File: config.mk
export PLATFORM = sky130hd
export DESIGN_NAME = multiword_adder
export DESIGN_NICKNAME = d
export VERILOG_FILES = /design/src/rtl/multiword_adder.sv
export SDC_FILE = /design/constraint.sdc
export NUM_CORES = 1
export LEC_CHECK = 0
export CAP_MARGIN = 25
export CORE_ASPECT_RATIO = 0.75
export CORE_MARGIN = 5
export CORE_UTILIZATION = 45
export CTS_CLUSTER_SIZE = 24
export DETAILED_ROUTE_END_ITERATION = 8
export GPL_ROUTABILITY_DRIVEN = 0
export GPL_TIMING_DRIVEN = 0
export HOLD_SLACK_MARGIN = 0.12
export PLACE_DENSITY = 0.72
export SETUP_SLACK_MARGIN = 0.05
export SKIP_CTS_REPAIR_TIMING = 1
export SYNTH_ARGS = -nofsm -noshare
export SYNTH_HDL_FRONTEND = slang
export SYNTH_SLANG_ARGS = --single-unit
File: constraint.sdc
create_clock -name iClk -period 9.25 [get_ports iClk]
set_input_delay 1.85 -clock iClk [delete_from_list [all_inputs] [get_ports iClk]]
set_output_delay 1.85 -clock iClk [all_outputs]
set_load 0.01 [all_outputs]
File: src/rtl/multiword_adder.sv
// Word-serial adder: {oC,oS} = iA + iB + iC, one WORD_WIDTH slice per cycle, result NW cycles after accept.
// Accepts only in IDLE; the result is held in DONE until iReady, followed by one IDLE bubble.

module carry_chain_adder #(
    parameter int WIDTH       = 32,
    parameter int BLOCK_WIDTH = 8
) (
    input  logic [WIDTH-1:0] iA,
    input  logic [WIDTH-1:0] iB,
    input  logic             iC,
    output logic [WIDTH-1:0] oS,
    output logic             oC
);
    localparam int NB = WIDTH / BLOCK_WIDTH;

    logic                 chain;
    logic [BLOCK_WIDTH:0] blk_sum;

    // Byte-sized blocks rippled through a single variable keeps the chain acyclic.
    always_comb begin
        oS      = '0;
        chain   = iC;
        blk_sum = '0;
        for (int g = 0; g < NB; g++) begin
            blk_sum = {1'b0, iA[g*BLOCK_WIDTH +: BLOCK_WIDTH]}
                    + {1'b0, iB[g*BLOCK_WIDTH +: BLOCK_WIDTH]}
                    + {{BLOCK_WIDTH{1'b0}}, chain};
            oS[g*BLOCK_WIDTH +: BLOCK_WIDTH] = blk_sum[BLOCK_WIDTH-1:0];
            chain = blk_sum[BLOCK_WIDTH];
        end
        oC = chain;
    end
endmodule

module multiword_adder #(
    parameter int WIDTH      = 128,
    parameter int WORD_WIDTH = 32
) (
    input  logic             iClk,
    input  logic             iRstN,
    input  logic             iValid,
    output logic             oReady,
    input  logic [WIDTH-1:0] iA,
    input  logic [WIDTH-1:0] iB,
    input  logic             iC,
    output logic             oValid,
    input  logic             iReady,
    output logic [WIDTH-1:0] oS,
    output logic             oC
);
    localparam int NW = WIDTH / WORD_WIDTH;
    localparam int CW = (NW > 1) ? $clog2(NW) : 1;
    localparam logic [CW-1:0] LAST = CW'(NW - 1);

    typedef enum logic [1:0] {IDLE, RUN, DONE} state_t;

    state_t                       state;
    logic [CW-1:0]                cnt;
    logic [WIDTH-1:0]             a_q;
    logic [WIDTH-1:0]             b_q;
    logic [WIDTH-1:0]             sum_q;
    logic                         carry_q;
    logic                         ready_q;
    logic                         valid_q;
    logic [WORD_WIDTH-1:0]        word_sum;
    logic                         word_carry;
    logic [WIDTH+WORD_WIDTH-1:0]  sum_cat;

    carry_chain_adder #(
        .WIDTH       (WORD_WIDTH),
        .BLOCK_WIDTH (8)
    ) u_word_add (
        .iA (a_q[WORD_WIDTH-1:0]),
        .iB (b_q[WORD_WIDTH-1:0]),
        .iC (carry_q),
        .oS (word_sum),
        .oC (word_carry)
    );

    // New word enters at the MSB end; after NW shifts word 0 sits at the LSBs.
    assign sum_cat = {word_sum, sum_q};

    always_ff @(posedge iClk or negedge iRstN) begin
        if (!iRstN) begin
            state   <= IDLE;
            cnt     <= '0;
            a_q     <= '0;
            b_q     <= '0;
            sum_q   <= '0;
            carry_q <= 1'b0;
            ready_q <= 1'b1;
            valid_q <= 1'b0;
        end else begin
            case (state)
                IDLE: begin
                    if (iValid) begin
                        a_q     <= iA;
                        b_q     <= iB;
                        carry_q <= iC;
                        cnt     <= '0;
                        state   <= RUN;
                        ready_q <= 1'b0;
                    end
                end
                RUN: begin
                    sum_q   <= sum_cat[WIDTH+WORD_WIDTH-1:WORD_WIDTH];
                    a_q     <= a_q >> WORD_WIDTH;
                    b_q     <= b_q >> WORD_WIDTH;
                    carry_q <= word_carry;
                    cnt     <= cnt + 1'b1;
                    if (cnt == LAST) begin
                        state   <= DONE;
                        valid_q <= 1'b1;
                    end
                end
                DONE: begin
                    if (iReady) begin
                        state   <= IDLE;
                        valid_q <= 1'b0;
                        ready_q <= 1'b1;
                    end
                end
                default: begin
                    state   <= IDLE;
                    valid_q <= 1'b0;
                    ready_q <= 1'b1;
                end
            endcase
        end
    end

    assign oReady = ready_q;
    assign oValid = valid_q;
    assign oS     = sum_q;
    assign oC     = carry_q;
endmodule

==> metrics.md <==
| Metric | Value |
|---|---|
| Worst Setup SP | `oC$_DFFE_PN0P_` |
| Die Height | `roughly 190 um` |
| DP Wirelength | `just over 50 mm` |
| R2R Setup Slk | `around 1.4 ns` |
| TritonCTS buffer count | `41` |
| Crit path max-delay cell type | `fa_1` |
| Yosys warning count | `0` |
| Finished Cell Area | `around 0.025 mm^2` |
| Unique masters post-synth | `52` |
| Data arrival, critical path | `roughly 8.3 ns` |
| Logic gate share of total power | `44.1%` |
| Biggest area consumer among synthesized cells | `dfrtp_1` |
| Die width | `~250 um` |
| Largest delay share family, worst path | `compound AO/OA/AOI/OAI gates` |
| Placed cells | `between 2000 and 3000` |
| Initial antenna violation count | `13` |
| Setup TNS | `0 ns` |
| Hold endpoint | `oS[27]$_DFFE_PN0P_` |
| Leakage power | `between 10 and 15 nW` |
| Top post-synthesis cells by area | `dfrtp_1 (52%), a22oi_1 (7.6%), nand2_1 (6.6%), nor2b_1 (6.4%), a21oi_1 (5.2%)` |
| Max H-tree Level | `2` |
| Total design power | `around 8.6 mW` |
| Ratio of cells with drive above 1 in the final layout | `approximately 7%` |
| Placed cell areas | `between 0.02 and 0.025 mm^2` |
| Drt total wl | `between 60 and 70 mm` |
| Vias per cell | `~6` |
| Hold path startpoint | `oS[27]$_DFFE_PN0P_` |
| Synth Flop Type | `dfrtp_1` |
| Non-Filler Instances | `a little under 3000` |
| Drt wl/cell | `22.52 um` |
| Max_cap viols | `0` |
| Share of flip-flops with an asynchronous set or reset | `100.0%` |
| Register area share after synthesis | `52.39%` |
| Switch share | `between 40% and 50%` |
| DR iter-0 viols | `1776` |
| Worst Hold Class | `flip-flop to flip-flop` |
| Worst Setup End Kind | `flip-flop` |
| Internal power | `5.027 mW` |
| IO Pins | `between 300 and 400` |
| IO buf count | `approximately 390` |
| Req. time, crit path | `~9.7 ns` |
| Fin. Hold Viols | `0` |
| CP max stage delay | `around 0.47 ns` |
| RSZ-0062 raised after global routing | `false` |
| Tcrit/Tclk final | `between 80% and 90%` |
| Worst vdd ir | `around 0.17 mV` |
| FF+latch count, synth | `391` |
| CTS tree | `done` |
| Post-route ant nets | `0` |
| Dpl ws | `1.478 ns` |
| Synth top area share | `between 50% and 60%` |
| Crit Path Class | `flip-flop to flip-flop` |
| Mapped Avg Cell Area | `9.658 um^2` |
| Clk pwr share | `19.4%` |
| # setup viols final | `0` |
| Sinks on Clock Net | `391` |
| Pin count of the biggest net entering global routing | `125` |
| CTS root buffer | `clkbuf_16` |
| Global Route Usage Sum | `between 20% and 30%` |
| Syn_nets | `about 2200` |
| Initial Util | `between 40 and 50%` |
| Mapped Area | `between 0.015 and 0.02 mm^2` |
| Layout Nets | `between 2000 and 3000` |
| Reg power frac | `between 30% and 40%` |
| Mapped Cells | `1934` |
| Core ar. | `~0.041 mm^2` |
| Worst Path Buf+Inv | `3` |
| Worst-path fanout max | `3` |
| Pins Over Slew Limit | `0` |
| Die Area | `about 0.046 mm^2` |
| Post-layout minimum cycle time | `7.826 ns` |
| Layout area overhead | `32.45%` |
| Startpoint Class | `flip-flop` |
| DR vias | `around 17000` |
| DRT Pass-1 Iters | `5` |
| Slew headroom | `48.25%` |
| Clk slew on worst S/H paths | `~0.060 ns` |
| DRC | `0` |
| Setup Skew | `0.03045 ns` |
| Post-synth EDFFs | `0` |
| Site Rows | `64` |
| Net Sw Power | `between 3 and 4 mW` |
| Final WS setup | `between 1 and 1.5 ns` |
| RR Endpoint | `oC$_DFFE_PN0P_` |
| Gr ovfl total | `0` |
| PD cells | `~350 mW/mm^2` |
| Hold path depth | `2` |
| Clk_lat worst skew | `between 0.5 and 0.6 ns` |
| R2r startpoint | `oC$_DFFE_PN0P_` |
| Post-layout util | `between 60% and 70%` |
| Number of global-route vias before repair | `between 15000 and 20000` |
| Worst-case clock buffer depth | `3` |
| Reg2reg path depth | `27` |
| Status | `completed` |
| Hold Worst Slack | `0.4745 ns` |
| Peak Freq | `127.8 MHz` |
| Cell mode on critical path | `fa_1` |
| First-pass GRT wire length | `just over 100 mm` |
| Worst-margin pin slew | `a little under 0.8 ns` |
==> power by group through the flow <==
stage / Sequential [mW] / Combinational [mW] / Clock (mW)
after CTS: 3.12 / 3.76 / 1.68
after global placement: 3.12 / 3.60 / 0
final: 3.13 / 3.79 / 1.67
after floorplan: 2.94 / 2.20 / 0
after detailed placement: 3.14 / 3.74 / 0
after global routing: 3.20 / 4.17 / 1.75
==> placed cells by master, fill, tap and decap left out, types with 13 or more instances in the layout <==
cell,count
a21oi_1,193
nor3_1,18
a22oi_1,188
clkdlybuf4s50_1,390
o21ai_0,185
a22o_1,65
ha_1,29
buf_2,83
nand2_1,330
clkbuf_16,43
nor2b_1,192
dfrtp_1,390
o21ai_1,37
clkbuf_1,64
a211oi_1,18
inv_1,13
==> final cells by class <==
cell class / count / area, um^2
Timing Repair Buffer: 394 / 4001
Tap cell: 561 / 701.9
Sequential cell: 391 / 9786
Inverter: 13 / 48.80
Antenna cell: 9 / 22.52
Fill cell: 3484 / 16180
Clock buffer: 59 / 1206
Clock inverter: 14 / 128.9
Buffer: 153 / 726.9
Multi-Input combinational cell: 1377 / 8118
==> sequential cells by signal (all words and copies together) (netlist names) <==
signal  count
a_q       128
b_q       128
oS        128
cnt         2
state       2
oC          1
oReady      1
oValid      1
==> synth_stat cells, drive strengths merged, types with 7 or more instances <==
library cell and number:
a22oi 188, nor2b 192, a211oi 20, inv 13, buf 98, fa 8
a22o 65, nor2 8, nand2 330, o21a 8, a21oi 193, o21bai 7
dfrtp 390, nor3 18, o21ai 222, clkbuf 55, ha 29, o31ai 7
==> worst min-delay path: cells and delay by family, from the launching register on <==
| family | cells | cell delay [ns] |
|---|---|---|
| and+or+nand+nor | 2 | 0.10 |
| DFF | 1 | 0.34 |
==> worst max-delay path by stage <==
stage	end	slack (ns)	depth (start not counted)
3_5_place_dp	oC$_DFFE_PN0P_	1.48	27
4_1_cts	oC$_DFFE_PN0P_	1.44	27
3_3_place_gp	b_q[123]$_DFFE_PN0P_	-10.74	1
5_1_grt	oC$_DFFE_PN0P_	0.81	27
2_1_floorplan	oC$_DFFE_PN0P_	2.16	27
6_report	oC$_DFFE_PN0P_	1.42	27
==> routing by layer <==
layer  track usage (%)  part of all wire [%]  vias to the layer above
met5                 0                 0.076                        -
met4             10.98                   4.0                        8
met3             5.564                   8.7                      157
met2             43.03                    45                      815
met1             40.33                    42                     8576
li1                  -                     -                     7808
==> logic make-up after synthesis <==
logic type | Yosys count | synth area share (%)
fa+ha+maj | 37 | 2.800
buf+inv | 166 | 4.153
simple gates | 594 | 15.51
compound gates | 740 | 24.85
xor+xnor | 4 | 0.1875
flops | 391 | 52.39
mux | 2 | 0.1072
(Power assumes the default switching activity.)
